**config.mk**
```make
export PLATFORM = sky130hd
export DESIGN_NAME = inst_rom_arbiter_flat
export DESIGN_NICKNAME = d
export VERILOG_FILES = /design/src/rtl/inst_rom_arbiter_pkg.sv /design/src/rtl/inst_rom_arbiter_if.sv /design/src/rtl/inst_rom_arbiter_resp.sv /design/src/rtl/inst_rom_arbiter.sv /design/src/flat_wrapper.sv
export SDC_FILE = /design/constraint.sdc
export NUM_CORES = 1
export LEC_CHECK = 0
export BUFFER_PORTS_ARGS = -buffer_cell sky130_fd_sc_hd__buf_2
export CAP_MARGIN = 20
export CORE_MARGIN = 3
export CORE_UTILIZATION = 30
export CTS_BUF_LIST = sky130_fd_sc_hd__clkbuf_4 sky130_fd_sc_hd__clkbuf_8
export CTS_CLUSTER_DIAMETER = 150
export DETAILED_ROUTE_END_ITERATION = 16
export HOLD_SLACK_MARGIN = 0.15
export PLACE_DENSITY = 0.57
export REMOVE_ABC_BUFFERS = 1
export SETUP_SLACK_MARGIN = 0.4
export SYNTH_ARGS = -nofsm -noshare
export SYNTH_HDL_FRONTEND = slang
export SYNTH_HIERARCHICAL = 1
export SYNTH_SLANG_ARGS = --single-unit
```
**constraint.sdc**
```tcl
create_clock -name clk -period 2 [get_ports clk]
set_input_delay 0.4 -clock clk [delete_from_list [all_inputs] [get_ports clk]]
set_output_delay 0.4 -clock clk [all_outputs]
set_load 0.1 [all_outputs]
```
**src/rtl/inst_rom_arbiter_pkg.sv**
```systemverilog
// Shared definitions for the instruction-ROM arbiter: bus widths, chip
// enable levels, arbiter state encodings and parameter defaults.
package inst_rom_arbiter_pkg;

  localparam int InstAddressBusW = 32;
  localparam int InstDataBusW    = 32;

  localparam logic [InstDataBusW-1:0] ZeroWord = 32'h0000_0000;
  localparam logic ChipEnable  = 1'b1;
  localparam logic ChipDisable = 1'b0;

  // Arbiter states: fetch-priority and forced debug burst
  typedef enum logic {
    IArbStateIF  = 1'b0,
    IArbStateDBG = 1'b1
  } iarb_state_e;

  localparam int IARB_MAX_WAIT_DEF  = 8;
  localparam int IARB_DBG_BURST_DEF = 4;

  // True when a byte address lies on a 32-bit word boundary
  function automatic logic is_word_aligned(input logic [1:0] addr_lo);
    return (addr_lo == 2'b00);
  endfunction

endpackage

```
**src/rtl/inst_rom_arbiter_if.sv**
```systemverilog
// Bundle of the fetch, debug and ROM-side signals around the arbiter.
// slave  : the arbiter itself
// master : the requesters and the ROM surrounding it
interface inst_rom_arbiter_if;
  import inst_rom_arbiter_pkg::*;

  logic                       if_req;
  logic [InstAddressBusW-1:0] if_addr;
  logic                       if_gnt;
  logic [InstDataBusW-1:0]    if_inst;
  logic                       if_valid;
  logic                       stall_req;

  logic                       dbg_req;
  logic [InstAddressBusW-1:0] dbg_addr;
  logic                       dbg_gnt;
  logic [InstDataBusW-1:0]    dbg_rdata;
  logic                       dbg_valid;

  logic                       rom_ce;
  logic [InstAddressBusW-1:0] rom_addr;
  logic [InstDataBusW-1:0]    rom_inst;

  modport slave (
    input  if_req, if_addr, dbg_req, dbg_addr, rom_inst,
    output if_gnt, if_inst, if_valid, stall_req,
    output dbg_gnt, dbg_rdata, dbg_valid, rom_ce, rom_addr
  );

  modport master (
    output if_req, if_addr, dbg_req, dbg_addr, rom_inst,
    input  if_gnt, if_inst, if_valid, stall_req,
    input  dbg_gnt, dbg_rdata, dbg_valid, rom_ce, rom_addr
  );

endinterface

```
**src/rtl/inst_rom_arbiter_resp.sv**
```systemverilog
// iarb_resp_reg: registered response path for one requester. A grant in
// one cycle becomes a single-cycle valid pulse in the next, carrying the
// ROM word sampled at the closing edge. With CHECK_ALIGN set, a
// misaligned request returns an all-zero word instead of ROM data.
module iarb_resp_reg
  import inst_rom_arbiter_pkg::*;
#(
  parameter bit CHECK_ALIGN = 1'b0
) (
  input  logic                    clk,
  input  logic                    rst,
  input  logic                    gnt,
  input  logic [1:0]              addr_lo,
  input  logic [InstDataBusW-1:0] rom_inst,
  output logic                    valid,
  output logic [InstDataBusW-1:0] data
);

  logic                    valid_q, valid_d;
  logic [InstDataBusW-1:0] data_q,  data_d;

  // Next response: pulse on grant, capture (or zero) the word, else hold data
  always_comb begin
    valid_d = gnt;
    data_d  = data_q;
    if (gnt) begin
      if (CHECK_ALIGN && !is_word_aligned(addr_lo)) begin
        data_d = ZeroWord;
      end else begin
        data_d = rom_inst;
      end
    end else begin
      data_d = data_q;
    end
  end

  // Response registers; reset drops any in-flight response
  always_ff @(posedge clk or negedge rst) begin
    if (!rst) begin
      valid_q <= 1'b0;
      data_q  <= ZeroWord;
    end else begin
      valid_q <= valid_d;
      data_q  <= data_d;
    end
  end

  assign valid = valid_q;
  assign data  = data_q;

endmodule

```
**src/rtl/inst_rom_arbiter.sv**
```systemverilog
// inst_rom_arbiter: shares the combinational instruction ROM between the
// fetch stage and a debug/loader port. Fetch has priority; a debug request
// denied MAX_WAIT cycles in a row forces a debug burst of up to DBG_BURST
// grants. Optional macro IARB_PERF_EN adds saturating stall and
// forced-burst counters.
module inst_rom_arbiter
  import inst_rom_arbiter_pkg::*;
#(
  parameter int MAX_WAIT  = IARB_MAX_WAIT_DEF,
  parameter int DBG_BURST = IARB_DBG_BURST_DEF
) (
  input  logic               clk,
  input  logic               rst,
  inst_rom_arbiter_if.slave  bus
`ifdef IARB_PERF_EN
  ,
  output logic [31:0]        perf_if_stall,
  output logic [31:0]        perf_dbg_force
`endif
);

  localparam logic [7:0] WaitLast  = 8'(MAX_WAIT - 1);
  localparam logic [7:0] BurstLast = 8'(DBG_BURST - 1);

  iarb_state_e state_q, state_d;
  logic [7:0]  wait_q,  wait_d;
  logic [7:0]  burst_q, burst_d;

  logic if_gnt;
  logic dbg_gnt;
  logic stall_req;

  // Grant decode: fetch priority in S_IF, debug only in S_DBG, none in reset
  always_comb begin
    if_gnt  = 1'b0;
    dbg_gnt = 1'b0;
    if (!rst) begin
      if_gnt  = 1'b0;
      dbg_gnt = 1'b0;
    end else begin
      case (state_q)
        IArbStateIF: begin
          if_gnt  = bus.if_req;
          dbg_gnt = bus.dbg_req & ~bus.if_req;
        end
        IArbStateDBG: begin
          if_gnt  = 1'b0;
          dbg_gnt = bus.dbg_req;
        end
        default: begin
          if_gnt  = 1'b0;
          dbg_gnt = 1'b0;
        end
      endcase
    end
  end

  assign stall_req = rst & bus.if_req & ~if_gnt;

  // Next state: starvation counting in S_IF, burst counting in S_DBG
  always_comb begin
    state_d = state_q;
    wait_d  = wait_q;
    burst_d = burst_q;
    case (state_q)
      IArbStateIF: begin
        if (bus.dbg_req && !dbg_gnt) begin
          if (wait_q == WaitLast) begin
            state_d = IArbStateDBG;
            wait_d  = 8'd0;
            burst_d = 8'd0;
          end else begin
            wait_d  = wait_q + 8'd1;
          end
        end else begin
          // Idle debug or a debug grant through idle fetch resets starvation
          wait_d = 8'd0;
        end
      end
      IArbStateDBG: begin
        wait_d = 8'd0;
        if (!bus.dbg_req) begin
          state_d = IArbStateIF;
          burst_d = 8'd0;
        end else if (burst_q == BurstLast) begin
          state_d = IArbStateIF;
          burst_d = 8'd0;
        end else begin
          burst_d = burst_q + 8'd1;
        end
      end
      default: begin
        state_d = IArbStateIF;
        wait_d  = 8'd0;
        burst_d = 8'd0;
      end
    endcase
  end

  // Arbiter state and counters
  always_ff @(posedge clk or negedge rst) begin
    if (!rst) begin
      state_q <= IArbStateIF;
      wait_q  <= 8'd0;
      burst_q <= 8'd0;
    end else begin
      state_q <= state_d;
      wait_q  <= wait_d;
      burst_q <= burst_d;
    end
  end

  // ROM port mux: address of the current owner, zero when idle
  always_comb begin
    bus.rom_addr = ZeroWord;
    if (if_gnt) begin
      bus.rom_addr = bus.if_addr;
    end else if (dbg_gnt) begin
      bus.rom_addr = bus.dbg_addr;
    end else begin
      bus.rom_addr = ZeroWord;
    end
  end

  assign bus.rom_ce    = (if_gnt | dbg_gnt) ? ChipEnable : ChipDisable;
  assign bus.if_gnt    = if_gnt;
  assign bus.dbg_gnt   = dbg_gnt;
  assign bus.stall_req = stall_req;

  // Fetch response: misaligned fetch addresses pass through untouched
  iarb_resp_reg #(.CHECK_ALIGN(1'b0)) u_if_resp (
    .clk      (clk),
    .rst      (rst),
    .gnt      (if_gnt),
    .addr_lo  (bus.if_addr[1:0]),
    .rom_inst (bus.rom_inst),
    .valid    (bus.if_valid),
    .data     (bus.if_inst)
  );

  // Debug response: misaligned reads return zero
  iarb_resp_reg #(.CHECK_ALIGN(1'b1)) u_dbg_resp (
    .clk      (clk),
    .rst      (rst),
    .gnt      (dbg_gnt),
    .addr_lo  (bus.dbg_addr[1:0]),
    .rom_inst (bus.rom_inst),
    .valid    (bus.dbg_valid),
    .data     (bus.dbg_rdata)
  );

`ifdef IARB_PERF_EN
  logic [31:0] perf_stall_q, perf_stall_d;
  logic [31:0] perf_force_q, perf_force_d;
  logic        force_evt;

  assign force_evt = (state_q == IArbStateIF) && (state_d == IArbStateDBG);

  // Saturating performance counters
  always_comb begin
    perf_stall_d = perf_stall_q;
    perf_force_d = perf_force_q;
    if (stall_req && (perf_stall_q != 32'hFFFF_FFFF)) begin
      perf_stall_d = perf_stall_q + 32'd1;
    end else begin
      perf_stall_d = perf_stall_q;
    end
    if (force_evt && (perf_force_q != 32'hFFFF_FFFF)) begin
      perf_force_d = perf_force_q + 32'd1;
    end else begin
      perf_force_d = perf_force_q;
    end
  end

  // Performance counter registers
  always_ff @(posedge clk or negedge rst) begin
    if (!rst) begin
      perf_stall_q <= 32'd0;
      perf_force_q <= 32'd0;
    end else begin
      perf_stall_q <= perf_stall_d;
      perf_force_q <= perf_force_d;
    end
  end

  assign perf_if_stall  = perf_stall_q;
  assign perf_dbg_force = perf_force_q;
`endif

endmodule

```
**src/flat_wrapper.sv**
```systemverilog
// flat-port wrapper written by rule: the top's interface ports become plain ports
module inst_rom_arbiter_flat import inst_rom_arbiter_pkg::*;
#(
  parameter int MAX_WAIT  = IARB_MAX_WAIT_DEF,
  parameter int DBG_BURST = IARB_DBG_BURST_DEF
)
  (clk, rst, bus_if_req, bus_if_addr, bus_dbg_req, bus_dbg_addr, bus_rom_inst, bus_if_gnt, bus_if_inst, bus_if_valid, bus_stall_req, bus_dbg_gnt, bus_dbg_rdata, bus_dbg_valid, bus_rom_ce, bus_rom_addr);
  inst_rom_arbiter_if bus_i ();
  input  logic clk;
  input  logic rst;
  input wire logic [$bits(bus_i.if_req)-1:0] bus_if_req;
  input wire logic [$bits(bus_i.if_addr)-1:0] bus_if_addr;
  input wire logic [$bits(bus_i.dbg_req)-1:0] bus_dbg_req;
  input wire logic [$bits(bus_i.dbg_addr)-1:0] bus_dbg_addr;
  input wire logic [$bits(bus_i.rom_inst)-1:0] bus_rom_inst;
  output wire logic [$bits(bus_i.if_gnt)-1:0] bus_if_gnt;
  output wire logic [$bits(bus_i.if_inst)-1:0] bus_if_inst;
  output wire logic [$bits(bus_i.if_valid)-1:0] bus_if_valid;
  output wire logic [$bits(bus_i.stall_req)-1:0] bus_stall_req;
  output wire logic [$bits(bus_i.dbg_gnt)-1:0] bus_dbg_gnt;
  output wire logic [$bits(bus_i.dbg_rdata)-1:0] bus_dbg_rdata;
  output wire logic [$bits(bus_i.dbg_valid)-1:0] bus_dbg_valid;
  output wire logic [$bits(bus_i.rom_ce)-1:0] bus_rom_ce;
  output wire logic [$bits(bus_i.rom_addr)-1:0] bus_rom_addr;
  assign bus_i.if_req = bus_if_req;
  assign bus_i.if_addr = bus_if_addr;
  assign bus_i.dbg_req = bus_dbg_req;
  assign bus_i.dbg_addr = bus_dbg_addr;
  assign bus_i.rom_inst = bus_rom_inst;
  assign bus_if_gnt = bus_i.if_gnt;
  assign bus_if_inst = bus_i.if_inst;
  assign bus_if_valid = bus_i.if_valid;
  assign bus_stall_req = bus_i.stall_req;
  assign bus_dbg_gnt = bus_i.dbg_gnt;
  assign bus_dbg_rdata = bus_i.dbg_rdata;
  assign bus_dbg_valid = bus_i.dbg_valid;
  assign bus_rom_ce = bus_i.rom_ce;
  assign bus_rom_addr = bus_i.rom_addr;
  inst_rom_arbiter #(.MAX_WAIT(MAX_WAIT), .DBG_BURST(DBG_BURST)) u_core (.clk(clk), .rst(rst), .bus(bus_i));
endmodule
```
# Word-level counts from Yosys, hierarchy flattened
# Cells that the tools add are included.
# word_totals
inputBits	100
register_bits	83
# classes
n_mux	21
reduce_logical	4
bitwise	7
n_eq_ne	4
addsub	2
# op_table
op	n
$mux 32	3
$mux 8	6
$pmux 8 s2	2
$add 8x1->8 const B	2
$eq 8x2->1 const B	1
$eq 8x3->1 const B	1
$mux 1	7
$pmux 1 s2	3
$ne 2x1->1 const B	2
$and 1x1->1	3
$not 1->1	3
$logic_not 2->1	1
$reduce_and 2->1	1
$logic_and 1x1->1	1
$logic_not 1->1	1
$or 1x1->1	1

# Longest topological paths before layout
# depth
depth_word	8
depth_mapped	7

# By module
# The synthesis kept the hierarchy.
# by_module_without_submodules
module	instances	area_each_um2	cells_per_inst
iarb_resp_reg at u_core.u_dbg_resp	1	1556.5	141
iarb_resp_reg at u_core.u_if_resp	1	1370.1	69
inst_rom_arbiter	1	1192.4	130

# Worst setup path before layout
# No wires, ideal clock.
# synth_path
kind	input -> output
startpoint	in bus_if_req
endpoint	out bus_rom_addr[22]
path_buffers	1
slack_ps	-1141
path_stages	4
arrival_ps	2741
t_required_ps	1600
path_cell_list	nor2b_1 -> nor2_1 -> clkbuf_1 -> a22o_1
# synth_via
elab_chain_len	6
word_cells_on_any_way	8
classes_between	mux: 6; bitwise: 2
# synth_lines
element	line_no	rtl
start, declared	flat_wrapper.sv:11	input wire logic [$bits(bus_i.if_req)-1:0] bus_if_req;
$not 1->1	inst_rom_arbiter.sv:44	dbg_gnt = bus.dbg_req & ~bus.if_req;
$and 1x1->1	inst_rom_arbiter.sv:44	
$pmux 1 s2	inst_rom_arbiter.sv:41	case (state_q)
$mux 1	inst_rom_arbiter.sv:37	if (!rst) begin
net bus_dbg_gnt	flat_wrapper.sv:20	output wire logic [$bits(bus_i.dbg_gnt)-1:0] bus_dbg_gnt;
$mux 32	inst_rom_arbiter.sv:118	end else if (dbg_gnt) begin
$mux 32	inst_rom_arbiter.sv:116	if (if_gnt) begin
end, declared	flat_wrapper.sv:24	output wire logic [$bits(bus_i.rom_addr)-1:0] bus_rom_addr;
# The timed path passes the listed nets, and every way through them passes these cells.

# Worst setup path in the final report
# layout_path
startpoint	reg u_core.state_q
endpoint	out bus_rom_addr[7]
# layout_via
elab_chain_len	5
word_cells_on_any_way	7
classes_between	mux: 6; bitwise: 1
# layout_lines
element	line_no	rtl
start, declared	inst_rom_arbiter.sv:25	iarb_state_e state_q, state_d;
start signal, assigned	inst_rom_arbiter.sv:103	state_q <= IArbStateIF;
start signal, assigned	inst_rom_arbiter.sv:107	state_q <= state_d;
$not 1->1	inst_rom_arbiter.sv:41	
$pmux 1 s2	inst_rom_arbiter.sv:41	
$mux 1	inst_rom_arbiter.sv:37	
$mux 32	inst_rom_arbiter.sv:118	
$mux 32 (*)	inst_rom_arbiter.sv:116	
# Mark *: on every way between the ends. The rest lies on a longest branch, timed or not.

==> flow_summary_export.csv <==
group,metric,value,unit
status,outcome,"complete, but fails checks",
status,violations,"negative setup slack",
floorplan,io_pins,202,
logic_synthesis,synth_ff_type,"dfrtp_1",
drt,avgViaCountPerCell,4.65,
floorplan,start_util,0.309,
logic_synthesis,syn_area_per_cell,12.1,sq um
logic_synthesis,async_flop_share,1.00,
pwr,p_switching,2.65,mW
timing,finalHoldViolations,0,
worst_hold_path,whs_endpoint,"u_core/u_if_resp/data[2]",
global_routing,grt_max_degree,84,
critical_path,rrSetupSlack,100,ps
critical_path,worstSetupEndpointType,"output port",
pwr,p_sw_frac,0.438,
timing,setup-tns-final,-727,ps
critical_path,cp_data_required_time,1600,ps
placed_design,port_buffers,201,
clock_network,clkLatencyLatePin,360,ps
layout,layout_commonest_cell,"buf_2",
layout,syn2layout_area_growth,59.6,%
logic_synthesis,synth_edf_count,0,
clock_network,cts.reportedPaths.clkPinSlew,90,ps
placed_design,dp_slack,35.5,ps
timing,setup_slack,-47.1,ps
timing,min_period,2050,ps
floorplan,rows,42,
clock_network,cts_made_buffers,9,
layout,drive_gt1_frac,0.604,
drt,wl,12200,um
worst_hold_path,min_from,"bus_rom_inst[2]",
timing,slew_headroom,0.610,
pwr,pwr-share-clk,0.247,
pwr,power_leakage,3.16,nW
drt,post_drt_wl_per_cell,16.6,um
critical_path,rr_startpoint,"u_core/wait_q[6]",
worst_hold_path,min-delay-path-class,"primary input to flip-flop",
logic_synthesis,synth_cell_types,39,
logic_synthesis,yosysWarnings,6,
timing,setup_viol,31,
logic_synthesis,synth_seq_area_share,0.504,
clock_network,root_buffer,"clkbuf_8",
critical_path,r2r_cells,4,
drt,vias,3423,
worst_hold_path,hold_depth,2,
global_routing,antenna_found_initial,0,
pwr,comb_power_share,0.432,
global_routing,grt_usage,0.156,
timing,skew,13.5,ps
critical_path,r2r-end,"u_core/burst_q[5]",
logic_synthesis,synth_seq_cells,83,
timing,max_freq,0.489,GHz
timing,worst_slew_pin_slew,579,ps
clock_network,h-tree-depth,3,
placed_design,globalplace.congestion,0.778,
timing,rsz0062_at_grt,"true",
drt,drtIter0Drc,130,
clock_network,clock_sinks,83,
critical_path,worst-path-max-fanout,17,
drt,first_pass_iters,4,
clock_network,cts_tree,"done",
floorplan,core-area,13300,sq um
pwr,p_per_area,919,nW/um^2
global_routing,grt.overflow.total,0,
timing,period_share,1.02,
drt,drc,0,
critical_path,startpoint_type,"flip-flop",
pwr,p_seq_frac,0.320,
run,cap_violations,0,
drt,antenna_left,0,
logic_synthesis,syn_inst,340,
layout,layout_common_cells,"buf_2 (136), dfrtp_1 (82), buf_12 (43)",
placed_design,hpwl,8780,um
critical_path,crit_type,"flip-flop to output port",
layout,antenna_cells,0,
logic_synthesis,syn-cell-area,4120,sq um
critical_path,crit_arrival,1650,ps
clock_network,cts_buffer_depth,2,
layout,nets,657,
pwr,internal_power,3.40,mW
floorplan,die_x,123,um
floorplan,die_height,123,um
timing,slew_viol_final,0,
floorplan,die_area,15200,sq um
pwr,ir_drop,0.000387,V
global_routing,grt_pass1_wl,18100,um
global_routing,first_global_vias,3506,
-- registers in the layout (all words and copies together), names as in the netlist --
register	cells
u_core/u_if_resp/data	32
u_core/burst_q	8
u_core/u_if_resp/valid	1
u_core/u_dbg_resp/valid	1
u_core/u_dbg_resp/data	32
u_core/wait_q	8
u_core/state_q	1
-- metal layers --
metal / track usage / wire (um)
met3: 0.0572 / 940
met5: 0 / 0
met1: 0.170 / 4640
met2: 0.285 / 6520
met4: 0.0422 / 113
-- timing repair --
item	in CTS	in global routing
endpoints found under the hold margin	0	17
setup endpoints to repair	65	115
gates resized for setup	34	46
pin swaps	10	3
hold buffers	0	1
buffers inserted	6	3
gates cloned	0	1
-- stage by stage --
stage / hold WS, ps / area (sq um) / instances / power [mW] / util
after floorplan: 104 / 3930 / 318 / 3.87 / -
after global placement: 441 / 5880 / 708 / 4.48 / 0.441
after detailed placement: 456 / 5880 / 708 / 4.50 / 0.441
after CTS: 260 / 6320 / 730 / 6.04 / 0.474
after global routing: 258 / 6580 / 736 / 6.28 / 0.493
final: 284 / 6580 / 736 / 6.04 / 0.493
-- logic make-up after synthesis --
family / Yosys count / share of synthesized area
buf+inv: 60 / 0.0817
xor+xnor: 6 / 0.0128
simple gates: 72 / 0.0793
fa+ha+maj: 2 / 0.00607
flops: 83 / 0.504
compound gates: 84 / 0.198
mux: 33 / 0.118
-- how the worst max path moves through the flow --
stage | startpoint | endpoint | slack [ps] | cells past startpoint
3_5_place_dp | u_core/wait_q[6] | u_core/burst_q[5] | 40 | 4
4_1_cts | u_core/state_q | bus_rom_addr[10] | -60 | 5
6_report | u_core/state_q | bus_rom_addr[7] | -50 | 5
3_3_place_gp | u_core/wait_q[6] | u_core/burst_q[5] | 80 | 4
5_1_grt | u_core/state_q | bus_rom_addr[25] | -150 | 5
2_1_floorplan | bus_if_req | bus_rom_addr[0] | -5080 | 3
-- critical path, stage by stage (launching register included) --
cell and delay, ps:
dfrtp_2 440, nor2b_4 60, nor2_4 200, buf_12 200
a22o_1 190, buf_12 180
-- cell usage after synthesis (all sizes together) (3+ instances only) --
cell type  number  area (sq um)
a22o           33           289
and3            3          20.0
buf            15           168
clkbuf          7          26.3
dfrtp          83          2080
inv            38           143
mux2           33           484
nand2          38           143
nand3           7          35.0
nor2           11          41.3
nor3            3          15.0
o21a            4          37.5
o21ai           7          35.0
o22ai          32           388
xor2            4          35.0
-- cell type report --
type | instances | area (sq um)
fill | 1240 | 6770
sequential | 83 | 2080
timing repair buffer | 226 | 1980
multi-input combinational | 197 | 1910
tap | 176 | 220
inverter | 38 | 148
clock buffer | 11 | 145
clock inverter | 5 | 100
-- power by group through the flow --
stage / Combinational (mW) / Clock (mW) / Sequential (mW)
global placement: 2.52 / 0 / 1.96
finish: 2.61 / 1.50 / 1.93
CTS: 2.56 / 1.54 / 1.94
floorplan: 0.701 / 0 / 3.17
global route: 2.70 / 1.62 / 1.96
detailed placement: 2.53 / 0 / 1.96
No activity file was read; power rests on OpenSTA's default activity.
